`src/rtl/hazard_ctrl_pkg.sv`:
```
// Shared pipeline-control types for the execute-stage hazard scheduler.
// Holds the forward-select encoding, the control bundle and the mul/div FSM states.
package hazard_ctrl_pkg;

  localparam int unsigned REG_W = 5;
  localparam int unsigned CNT_W = 5;

  typedef enum logic [1:0] {
    RD      = 2'd0,
    ALUOUTE = 2'd1,
    ALUOUTM = 2'd2,
    MEMDATA = 2'd3
  } forward_t;

  typedef struct packed {
    forward_t ac;
    forward_t bc;
  } supercontrol_t;

  typedef enum logic {
    IDLE = 1'b0,
    BUSY = 1'b1
  } md_state_t;

  // Operand source for one E-stage read port; the younger M result wins over W.
  function automatic forward_t fwd_sel(input logic [REG_W-1:0] rs,
                                       input logic [REG_W-1:0] dst_m,
                                       input logic             regwrite_m,
                                       input logic             memread_m,
                                       input logic [REG_W-1:0] dst_w,
                                       input logic             regwrite_w);
    forward_t sel;
    sel = RD;
    if (rs != '0) begin
      if (regwrite_m && (dst_m == rs)) begin
        sel = memread_m ? MEMDATA : ALUOUTE;
      end else if (regwrite_w && (dst_w == rs)) begin
        sel = ALUOUTM;
      end
    end
    return sel;
  endfunction

endpackage

```
`src/rtl/hazard_ctrl_md_sequencer.sv`:
```
// Tracks how long a multiply/divide keeps the execute stage occupied.
// Raises md_stall while the operation still needs E; completion waits out any data-memory stall.
module hazard_ctrl_md_sequencer
  import hazard_ctrl_pkg::*;
#(
  parameter int unsigned MUL_LAT = 3,
  parameter int unsigned DIV_LAT = 16
) (
  input  logic clk,
  input  logic reset,
  input  logic mdstartE,
  input  logic mdisdivE,
  input  logic dwait,
  output logic md_stall
);

  localparam logic [CNT_W-1:0] MUL_CNT = CNT_W'(MUL_LAT - 1);
  localparam logic [CNT_W-1:0] DIV_CNT = CNT_W'(DIV_LAT - 1);

  md_state_t        state_q, state_d;
  logic [CNT_W-1:0] cnt_q, cnt_d;
  logic [CNT_W-1:0] start_cnt;

  always_ff @(posedge clk) begin
    if (reset) begin
      state_q <= IDLE;
      cnt_q   <= '0;
    end else begin
      state_q <= state_d;
      cnt_q   <= cnt_d;
    end
  end

  // A single-cycle unit (start count 0) never enters BUSY and never stalls.
  always_comb begin
    state_d   = state_q;
    cnt_d     = cnt_q;
    md_stall  = 1'b0;
    start_cnt = mdisdivE ? DIV_CNT : MUL_CNT;
    unique case (state_q)
      IDLE: begin
        if (mdstartE && (start_cnt != '0)) begin
          state_d  = BUSY;
          cnt_d    = start_cnt;
          md_stall = 1'b1;
        end
      end
      BUSY: begin
        if (cnt_q != '0) begin
          cnt_d    = cnt_q - CNT_W'(1);
          md_stall = 1'b1;
        end else if (!dwait) begin
          state_d = IDLE;
        end
      end
      default: begin
        state_d = IDLE;
        cnt_d   = '0;
      end
    endcase
  end

endmodule

```
`src/rtl/hazard_ctrl.sv`:
```
// Execute-stage hazard scheduler: operand forwarding selects plus per-stage stall/flush
// controls for data-memory wait, mul/div occupancy, load-use and taken-branch redirect.
module hazard_ctrl
  import hazard_ctrl_pkg::*;
#(
  parameter int unsigned MUL_LAT = 3,
  parameter int unsigned DIV_LAT = 16
) (
  input  logic             clk,
  input  logic             reset,
  input  logic [REG_W-1:0] rs1E,
  input  logic [REG_W-1:0] rs2E,
  input  logic [REG_W-1:0] rs1D,
  input  logic [REG_W-1:0] rs2D,
  input  logic [REG_W-1:0] dstE,
  input  logic             memreadE,
  input  logic [REG_W-1:0] dstM,
  input  logic             regwriteM,
  input  logic             memreadM,
  input  logic [REG_W-1:0] dstW,
  input  logic             regwriteW,
  input  logic             mdstartE,
  input  logic             mdisdivE,
  input  logic             dwait,
  input  logic             iwait,
  input  logic             branchE,
  output supercontrol_t    sctlE,
  output logic             stallF,
  output logic             stallD,
  output logic             stallE,
  output logic             stallM,
  output logic             flushD,
  output logic             flushE,
  output logic             flushM,
  output logic             ikill
);

  logic md_stall;
  logic load_use;
  logic branch_go;
  logic ikill_q, ikill_d;

  hazard_ctrl_md_sequencer #(
    .MUL_LAT(MUL_LAT),
    .DIV_LAT(DIV_LAT)
  ) u_md_sequencer (
    .clk     (clk),
    .reset   (reset),
    .mdstartE(mdstartE),
    .mdisdivE(mdisdivE),
    .dwait   (dwait),
    .md_stall(md_stall)
  );

  assign load_use = memreadE && (dstE != '0) && ((dstE == rs1D) || (dstE == rs2D));

  always_ff @(posedge clk) begin
    if (reset) begin
      ikill_q <= 1'b0;
    end else begin
      ikill_q <= ikill_d;
    end
  end

  // Hazards resolve in priority order: dwait, mul/div, load-use, branch, then a lone fetch wait.
  always_comb begin
    sctlE     = '{ac: RD, bc: RD};
    stallF    = 1'b0;
    stallD    = 1'b0;
    stallE    = 1'b0;
    stallM    = 1'b0;
    flushD    = 1'b0;
    flushE    = 1'b0;
    flushM    = 1'b0;
    branch_go = 1'b0;
    if (!reset) begin
      sctlE.ac = fwd_sel(rs1E, dstM, regwriteM, memreadM, dstW, regwriteW);
      sctlE.bc = fwd_sel(rs2E, dstM, regwriteM, memreadM, dstW, regwriteW);
      if (dwait) begin
        stallF = 1'b1;
        stallD = 1'b1;
        stallE = 1'b1;
        stallM = 1'b1;
      end else if (md_stall) begin
        stallF = 1'b1;
        stallD = 1'b1;
        stallE = 1'b1;
        flushM = 1'b1;
      end else if (load_use) begin
        stallF = 1'b1;
        stallD = 1'b1;
        flushE = 1'b1;
      end else if (branchE) begin
        flushD    = 1'b1;
        flushE    = 1'b1;
        branch_go = 1'b1;
      end else if (iwait) begin
        stallF = 1'b1;
        flushD = 1'b1;
      end
    end
  end

  // A redirect during an outstanding fetch marks that fetch for discard until it returns.
  always_comb begin
    ikill_d = ikill_q;
    if (branch_go && iwait) begin
      ikill_d = 1'b1;
    end else if (!iwait) begin
      ikill_d = 1'b0;
    end
  end

  assign ikill = ikill_q && !reset;

endmodule

```
`config.mk`:
```
export PLATFORM = sky130hd
export DESIGN_NAME = hazard_ctrl
export DESIGN_NICKNAME = d
export VERILOG_FILES = /design/src/rtl/hazard_ctrl_pkg.sv /design/src/rtl/hazard_ctrl_md_sequencer.sv /design/src/rtl/hazard_ctrl.sv
export SDC_FILE = /design/constraint.sdc
export NUM_CORES = 1
export LEC_CHECK = 0
export ABC_AREA = 1
export BUFFER_PORTS_ARGS = -buffer_cell sky130_fd_sc_hd__buf_4
export CAP_MARGIN = 20
export CORE_MARGIN = 8
export CORE_UTILIZATION = 30
export CTS_BUF_LIST = sky130_fd_sc_hd__clkbuf_16
export CTS_CLUSTER_SIZE = 30
export DETAILED_ROUTE_END_ITERATION = 8
export SYNTH_ARGS = -nofsm -noshare
export SYNTH_HDL_FRONTEND = slang
export SYNTH_SLANG_ARGS = --single-unit
export TNS_END_PERCENT = 5
```
`constraint.sdc`:
```
create_clock -name clk -period 1.48 [get_ports clk]
set_input_delay 0.148 -clock clk [delete_from_list [all_inputs] [get_ports clk]]
set_output_delay 0.148 -clock clk [all_outputs]
set_load 0.02 [all_outputs]
```
==> out/metrics.csv, run 1 <==
metric;value;unit
whs_endpoint;u_md_sequencer.cnt_q[0]$_SDFFE_PP0P_;
yosys.cell_types.count;21;
fin_total_pwr;1.36;mW
fin_ws;-0.0589;ns
min_period;1.54;ns
ff2ff_setup_slack;0.10;ns
cts_tree;built;
first_pass_iters;4;
viasPerCell;4.36;
p_comb_share;46.9;%
p_sw_share;34.0;%
timing.hold.ws;0.0990;ns
initialDrtViolationCount;44;
final_hold_viol_count;0;
core;3080;sq um
clk_latency;0.23;ns
wirelength;3.25;mm
ys_top_cells_by_area;nand2_1 (22%), inv_1 (15%), dfxtp_1 (14%);
cts_num_sinks;7;
die_w;73.2;microns
ant_nets;0;
io_buffers;57;
max_freq;0.650;GHz
synth-seq-cells;7;
slew_headroom;84.1;%
syn_nets;231;
diodes;0;
final-seq-area;144;sq um
arrival;1.39;ns
cts_hold_buf;0;
start_util;31.9;%
worstMarginPinSlew;0.236;ns
ys_warn_count;0;
die_y;73.2;microns
synth_enable_flop_cells;0;
seqPwrFrac;19.0;%
cts.path.max_buffers;2;
synth_cells;183;
end_kind;output pin;
reg2reg_to;u_md_sequencer.cnt_q[0]$_SDFFE_PP0P_;
synthArstFlopShare;0;%
wire_per_inst;11.1;microns
multiInputGateArea;749;sq um
yosysMostFrequentCell;nand2_1;
clkSlewWorstSetupHoldPaths;0.04;ns
cp_max_fo;3;
timing.rr.start;u_md_sequencer.cnt_q[0]$_SDFFE_PP0P_;
drc;0;
switchingPower;464;uW
synth_ff_type;dfxtp_1;
numCtsBuffers;3;
critPathKind;reg -> out;
vias;1283;
synth_top_area_share;21.8;%
skew;0.000962;ns
setup_viol;6;
ir_drop;0.404;mV
violations;negative setup slack;
overflow;0;
p_int;899;uW
hold_start;reset;
outcome;complete, but fails checks;
ios;58;
rsz0062_at_grt;true;
final_area;1670;sq um
antenna_found_initial;0;
htree_levels;1;
dpl-instance-area;1490;sq um
drive_above_1_share;36.4;%
start_kind;flop;
grt_pass1_vias;1338;
power_leakage;0.932;nW
ys_seq_area_share;14.3;%
nNetsFinal;299;
avgSynthCellArea;5.37;sq um
n_fill_cell;324;
track_usage;13.0;%
reg2regPathDepth;10;
area_growth;70.1;%
drv_slew;0;
rows;20;
place_hpwl;2.87;mm
root_buffer;clkbuf_16;
fin_util;54.3;%
hp-class;in -> reg;
gp_congestion;0.811;
power.share.clock;34.1;%
cp_data_required_time;1.33;ns
grt_max_degree;8;
cap_violations;0;
synth_commonest_cells;nand2_1 (57), inv_1 (38), nor2_1 (16), o21ai_0 (11);
powerDensity;816;nW/um^2
fp.dieArea;5360;sq um
dp_slack;0.0922;ns
netlist_area;982;sq um
hold_depth;2;
synth_top_area_cell;nand2_1;
min_period_over_period;104;%
grt_pass1_wl;5.51;mm
==> power by group through the flow <==
stage / clock, mW / combinational (mW) / sequential, mW
after floorplan: 0 / 0.313 / 0.249
after global placement: 0 / 0.549 / 0.253
after detailed placement: 0 / 0.550 / 0.254
after CTS: 0.473 / 0.615 / 0.253
after global routing: 0.486 / 0.717 / 0.265
final: 0.464 / 0.640 / 0.259
==> how the worst max path moves through the flow <==
stage / to / slack, ns / start
final: stallD / -0.06 / u_md_sequencer.cnt_q[0]$_SDFFE_PP0P_
after global routing: flushD / -0.15 / u_md_sequencer.cnt_q[0]$_SDFFE_PP0P_
after CTS: stallF / -0.12 / u_md_sequencer.cnt_q[1]$_SDFFE_PP0P_
after detailed placement: sctlE[3] / 0.09 / rs1E[3]
after global placement: stallF / 0.09 / u_md_sequencer.cnt_q[1]$_SDFFE_PP0P_
after floorplan: flushE / 0.04 / u_md_sequencer.cnt_q[0]$_SDFFE_PP0P_
==> metal layers <==
| layer | share of wire, % | GRT usage, % | vias up |
|---|---|---|---|
| met3 | 4.6 | 2.34 | 7 |
| met5 | 0 | 0 | - |
| met2 | 50 | 23.2 | 32 |
| met1 | 43 | 14.3 | 543 |
| li1 | - | - | 701 |
| met4 | 2.5 | 6.67 | 0 |
==> stage by stage <==
step	cells	TNS [ns]
3_5_place_dp	287	0
3_3_place_gp	287	0
2_1_floorplan	183	0
4_1_cts	294	-0.460
5_1_grt	294	-0.761
6_report	294	-0.216
==> registers in the layout (all words and copies together) (netlist names) <==
| register | flops |
|---|---|
| u_md_sequencer.state_q | 1 |
| ikill_q | 1 |
| u_md_sequencer.cnt_q | 5 |
==> cells by family (layout without fill, tap and decap cells) <==
kind of cell / Yosys count / in the layout / share of synthesized area [%]
simple gates: 95 / 95 / 40.6
buf+inv: 39 / 106 / 15.0
compound gates: 27 / 27 / 15.9
xor+xnor: 13 / 13 / 11.6
flops: 7 / 7 / 14.3
fa+ha+maj: 2 / 2 / 2.55
==> critical path, stage by stage, from the launching register on <==
cell and delay, ns:
dfxtp_2 0.31, inv_2 0.08, ha_4 0.13, nand3_2 0.07
nand2_2 0.06, nand2_2 0.06, nor2_4 0.11, nand2_2 0.08
nand2_2 0.07, inv_1 0.06, buf_6 0.13
==> cell usage in the layout, fill, tap and decap left out, types with 2 or more instances in the layout <==
cell,Yosys,layout
inv_1,38,36
dfxtp_1,7,4
buf_6,0,5
nor2_1,16,13
o22ai_1,2,2
buf_4,0,59
nand2_1,57,52
dfxtp_2,0,3
or2_0,2,2
inv_2,0,2
a21oi_1,10,9
xor2_1,7,7
nand4_1,3,3
nand3_1,10,9
xnor2_1,6,6
a211oi_2,2,2
nor2_2,0,3
nand2_2,1,5
o21ai_0,11,10
clkbuf_16,0,3
nor3_1,4,3
==> cell type report <==
cell class,instances,share of cell area (%)
inverters,38,8.54
clock inverters,1,0.300
flip-flops and latches,7,8.61
well taps,44,3.30
repair buffers,64,29.9
clock buffers,3,4.49
multi-input cells,137,44.9
==> what timing repair did <==
item	in CTS	in global routing
setup endpoints to repair	6	10
pin swaps	5	5
gates cloned	0	0
gates resized for setup	11	15
endpoints found under the hold margin	0	0
setup buffers	3	0
(Power assumes the default switching activity.)
==> run 2, diff against run 1 <==
CORE_ASPECT_RATIO = 0.75   (was not set)
REMOVE_ABC_BUFFERS = 1   (was not set)
==> run 2 against run 1 <==
  * Design area about the same
  * Worst setup slack better by 0.014 ns
  * Clock power shrank 2%
  * Sequential cell count unchanged
  * The flow still finishes with violations (negative setup slack)
  * First-iteration DRC count is 18% lower
  * Critical endpoint is now flushD
==> out/metrics.csv, run 2 (synthesized netlist as in run 1, its figures left out) <==
metric;value;unit
p_sw_share;34.5;%
p_comb_share;48.4;%
setup_viol;5;
clkSlewWorstSetupHoldPaths;0.04;ns
reg2reg_to;u_md_sequencer.cnt_q[3]$_SDFFE_PP0P_;
use_met1;17.2;%
die_w;82.1;microns
fin_ws;-0.0452;ns
min_period_over_period;103;%
powerDensity;833;nW/um^2
viasPerCell;4.37;
slew_headroom;79.8;%
cp_data_required_time;1.33;ns
start_util;30.5;%
ir_drop;0.395;mV
power_leakage;0.939;nW
area_growth;70.2;%
wirelength;3.46;mm
p_int;912;uW
io_buffers;57;
worstMarginPinSlew;0.300;ns
use_met2;21.2;%
grt_pass1_wl;5.67;mm
power.share.clock;32.8;%
cp_max_fo;3;
max_flop_register;u_md_sequencer.cnt_q;
whs_endpoint;u_md_sequencer.cnt_q[4]$_SDFFE_PP0P_;
gp_congestion;0.786;
ant_nets;0;
die_y;65.6;microns
cts_tree;built;
drive_above_1_share;35.9;%
hp-class;in -> reg;
switchingPower;480;uW
rsz0062_at_grt;true;
fp.dieArea;5380;sq um
grt_max_degree;8;
multiInputGateArea;753;sq um
grt_pass1_vias;1274;
final-seq-area;144;sq um
first_pass_iters;4;
end_kind;output pin;
critPathKind;reg -> out;
violations;negative setup slack;
skew;0.00230;ns
outcome;complete, but fails checks;
hold_start;reset;
dp_slack;0.0687;ns
arrival;1.38;ns
ios;58;
cts_hold_buf;0;
nNetsFinal;300;
seqPwrFrac;18.8;%
final_area;1670;sq um
dpl-instance-area;1490;sq um
timing.rr.start;u_md_sequencer.cnt_q[1]$_SDFFE_PP0P_;
ff2ff_setup_slack;0.04;ns
overflow;0;
reg_top3;u_md_sequencer.cnt_q: 5 flops, ikill_q: 1 flops, u_md_sequencer.state_q: 1 flops;
final_cell_mix;buf_4 (61), nand2_1 (52), inv_1 (36);
antenna_found_initial;0;
initialDrtViolationCount;36;
final_hold_viol_count;0;
core;3220;sq um
reg2regPathDepth;10;
root_buffer;clkbuf_16;
track_usage;13.1;%
drc;0;
gr-max-usage-layer;met2;
n_fill_cell;329;
hold_depth;2;
numCtsBuffers;3;
vias;1273;
mostFrequentLayoutCell;buf_4;
rows;18;
cap_violations;0;
htree_levels;1;
use_met3;3.68;%
clk_latency;0.23;ns
wire_per_inst;11.9;microns
max_freq;0.656;GHz
cts_num_sinks;7;
min_period;1.53;ns
place_hpwl;2.93;mm
diodes;0;
drv_slew;0;
largest_reg_flops;5;
start_kind;flop;
fin_total_pwr;1.39;mW
cts.path.max_buffers;2;
==> run 2: changes by cell type in the layout (fill, tap and decap cells not counted), sizes merged <==
cell    before  now
buf         64   65
clkinv       1    0
inv         38   39
==> run 2: critical path, stage by stage, from the launching register on <==
cell and delay, ns:
dfxtp_2 0.31, inv_2 0.07, ha_4 0.12, nand3_2 0.07, nand2_2 0.08, nand2_4 0.06, nor2_4 0.10, nand2_2 0.08
nor2_1 0.10, buf_4 0.15
==> run 2: worst max path at each step <==
stage                                                    start     end  slack [ns]
after floorplan           u_md_sequencer.cnt_q[0]$_SDFFE_PP0P_  flushE        0.04
after global placement    u_md_sequencer.cnt_q[1]$_SDFFE_PP0P_  stallF        0.11
after detailed placement  u_md_sequencer.cnt_q[1]$_SDFFE_PP0P_  stallF        0.07
after CTS                 u_md_sequencer.cnt_q[1]$_SDFFE_PP0P_  stallF       -0.12
after global routing      u_md_sequencer.cnt_q[1]$_SDFFE_PP0P_  flushD       -0.16
final                     u_md_sequencer.cnt_q[1]$_SDFFE_PP0P_  flushD       -0.05
==> run 2: repair_timing <==
action,4_1_cts,5_1_grt
gates cloned,0,0
pin swaps,5,6
endpoints found under the setup margin,6,8
buffers inserted,3,1
gates resized for setup,15,13
==> run 2: layer usage <==
metal / up-vias / routed length (microns)
met5: - / 0
met3: 2 / 151
met1: 552 / 1700
met4: 0 / 5
li1: 701 / -
met2: 18 / 1600
==> run 2: metrics by stage <==
| stage | hold slack, ns | cells | util, % | TNS (ns) |
|---|---|---|---|---|
| detailed placement | 0.349 | 283 | 46.1 | 0 |
| finish | 0.103 | 291 | 51.9 | -0.165 |
| global placement | 0.347 | 283 | 46.1 | 0 |
| global route | 0.106 | 291 | 51.9 | -0.880 |
| CTS | 0.107 | 290 | 50.6 | -0.468 |
| floorplan | 0.217 | 182 | - | 0 |
==> run 2: power by group through the flow <==
stage / registers [mW] / clock network, mW / logic (mW)
3_5_place_dp: 0.250 / 0 / 0.556
6_report: 0.262 / 0.456 / 0.674
4_1_cts: 0.252 / 0.464 / 0.634
3_3_place_gp: 0.250 / 0 / 0.557
5_1_grt: 0.269 / 0.481 / 0.747
2_1_floorplan: 0.249 / 0 / 0.312
==> run 2: cell type report <==
| class | instances | area share [%] |
|---|---|---|
| multi-input combinational | 137 | 45.1 |
| inverter | 38 | 8.53 |
| clock buffer | 3 | 4.49 |
| tap | 40 | 2.99 |
| clock inverter | 1 | 0.225 |
| timing repair buffer | 65 | 30.1 |
| sequential | 7 | 8.61 |
==> run 3, diff against run 2 <==
PLACE_DENSITY = 0.69   (was not set)
TNS_END_PERCENT = 30   (was 5)
clock period = 1.6 ns   (was 1.48 ns; I/O delays follow)
==> run 3 against run 2 <==
  * The run now ends clean
  * Core utilization shrank 0.74 points
  * Global-route usage down 1.3 points
  * Sequential share of layout area about the same
  * Clock-buffer cell count unchanged
==> out/metrics.csv, run 3 (synthesized netlist as in run 1, its figures left out) <==
metric;value;unit
first_pass_iters;4;
wire_per_inst;11.4;microns
cts_tree;built;
place_hpwl;2.78;mm
vias;1272;
dp_slack;0.180;ns
critPathBufInv;2;
ant_nets;0;
ir_drop;0.398;mV
crit_slowest_cell;dfxtp_2;
rsz0062_at_grt;true;
root_buffer;clkbuf_16;
setup_viol;0;
io_buffers;57;
start_kind;flop;
antenna_found_initial;0;
critical_path.cell_chain;inv_2 -> ha_4 -> nand3_2 -> nand2_2 -> nand2_2 -> nor2_4 -> nand2_2 -> nand2_2 -> o21ai_2 -> buf_6;
hp-class;in -> reg;
track_usage;11.8;%
drv_slew;0;
cp_data_required_time;1.44;ns
max_freq;0.645;GHz
clkSlewWorstSetupHoldPaths;0.04;ns
overflow;0;
final-seq-area;143;sq um
slew_headroom;81.6;%
crit_top_cell;nand2_2;
final_area;1650;sq um
powerDensity;761;nW/um^2
grt_pass1_wl;5.10;mm
gp_congestion;0.870;
reg_top3;u_md_sequencer.cnt_q: 5 flops, ikill_q: 1 flops, u_md_sequencer.state_q: 1 flops;
grt_max_degree;8;
viasPerCell;4.40;
mostFrequentLayoutCell;buf_4;
multiInputGateArea;744;sq um
crit_family;simple AND/OR/NAND/NOR gates;
dpl.cell_count;282;
arrival;1.39;ns
nNetsFinal;298;
area_growth;67.8;%
max_stage_delay;0.31;ns
numCtsBuffers;3;
ios;58;
drive_above_1_share;34.5;%
cts_hold_buf;0;
min_period;1.55;ns
start_util;30.5;%
rows;18;
fin_ws;0.0485;ns
htree_levels;1;
min_period_over_period;97.0;%
core;3220;sq um
die_w;82.1;microns
layoutNonFillerInstCount;289;
clk_latency;0.23;ns
skew;0.00457;ns
end_kind;output pin;
diodes;0;
final_cell_mix;buf_4 (59), nand2_1 (53), inv_1 (36);
power_leakage;0.924;nW
final_hold_viol_count;0;
die_y;65.6;microns
cts.path.max_buffers;2;
cap_violations;0;
n_fill_cell;341;
fp.dieArea;5380;sq um
cp_max_fo;3;
use_met2;18.5;%
grt_pass1_vias;1176;
max_flop_register;u_md_sequencer.cnt_q;
dpl-instance-area;1480;sq um
cts_num_sinks;7;
largest_reg_flops;5;
use_met1;15.3;%
wirelength;3.30;mm
drc;0;
use_met3;3.41;%
initialDrtViolationCount;65;
gr-max-usage-layer;met2;
worstMarginPinSlew;0.274;ns
critPathKind;reg -> out;
outcome;finished clean;
## run 3: cell count changes in the layout (fill, tap and decap cells not counted), sizes merged
| cell | previous run | this run |
|---|---|---|
| buf | 65 | 63 |
| clkinv | 0 | 1 |
| inv | 39 | 38 |
## run 3: layout make-up
| class | count | area share, % |
|---|---|---|
| clock inverter | 1 | 0.304 |
| timing repair buffer | 63 | 29.6 |
| sequential | 7 | 8.66 |
| tap | 40 | 3.04 |
| inverter | 38 | 8.66 |
| clock buffer | 3 | 4.56 |
| multi-input combinational | 137 | 45.2 |
## run 3: path summary, 6_finish.rpt
path	start	end	slack (ns)	depth (start not counted)
max	u_md_sequencer.cnt_q[1]$_SDFFE_PP0P_	stallF	0.05	10
min	reset	u_md_sequencer.cnt_q[0]$_SDFFE_PP0P_	0.12	2
max reg2reg	u_md_sequencer.cnt_q[1]$_SDFFE_PP0P_	u_md_sequencer.cnt_q[0]$_SDFFE_PP0P_	0.11	11
min reg2reg	ikill_q$_SDFFE_PP0P_	ikill_q$_SDFFE_PP0P_	0.46	2
## run 3: metrics by stage
| stage | hold slack (ns) | TNS, ns | total power [mW] | util (%) |
|---|---|---|---|---|
| final | 0.119 | 0 | 1.25 | 51.2 |
| after global routing | 0.123 | -0.0991 | 1.34 | 51.2 |
| after CTS | 0.120 | 0 | 1.22 | 50.0 |
| after detailed placement | 0.361 | 0 | 0.734 | 45.9 |
| after global placement | 0.360 | 0 | 0.732 | 45.9 |
| after floorplan | 0.229 | 0 | 0.519 | - |
## run 3: report_power, final
group          switching, mW  internal (mW)
combinational          0.299          0.288
clock                 0.0989          0.328
sequential            0.0304          0.210
## run 3: routing by layer
| layer | share of wire, % | vias up |
|---|---|---|
| met2 | 46 | 27 |
| li1 | - | 700 |
| met4 | 1.4 | 0 |
| met5 | 0 | - |
| met1 | 47 | 541 |
| met3 | 5.8 | 4 |
## run 3: repair_timing
item,CTS,global route
setup buffers,3,0
setup endpoints to repair,2,8
pin swaps,2,3
gates resized for setup,11,11
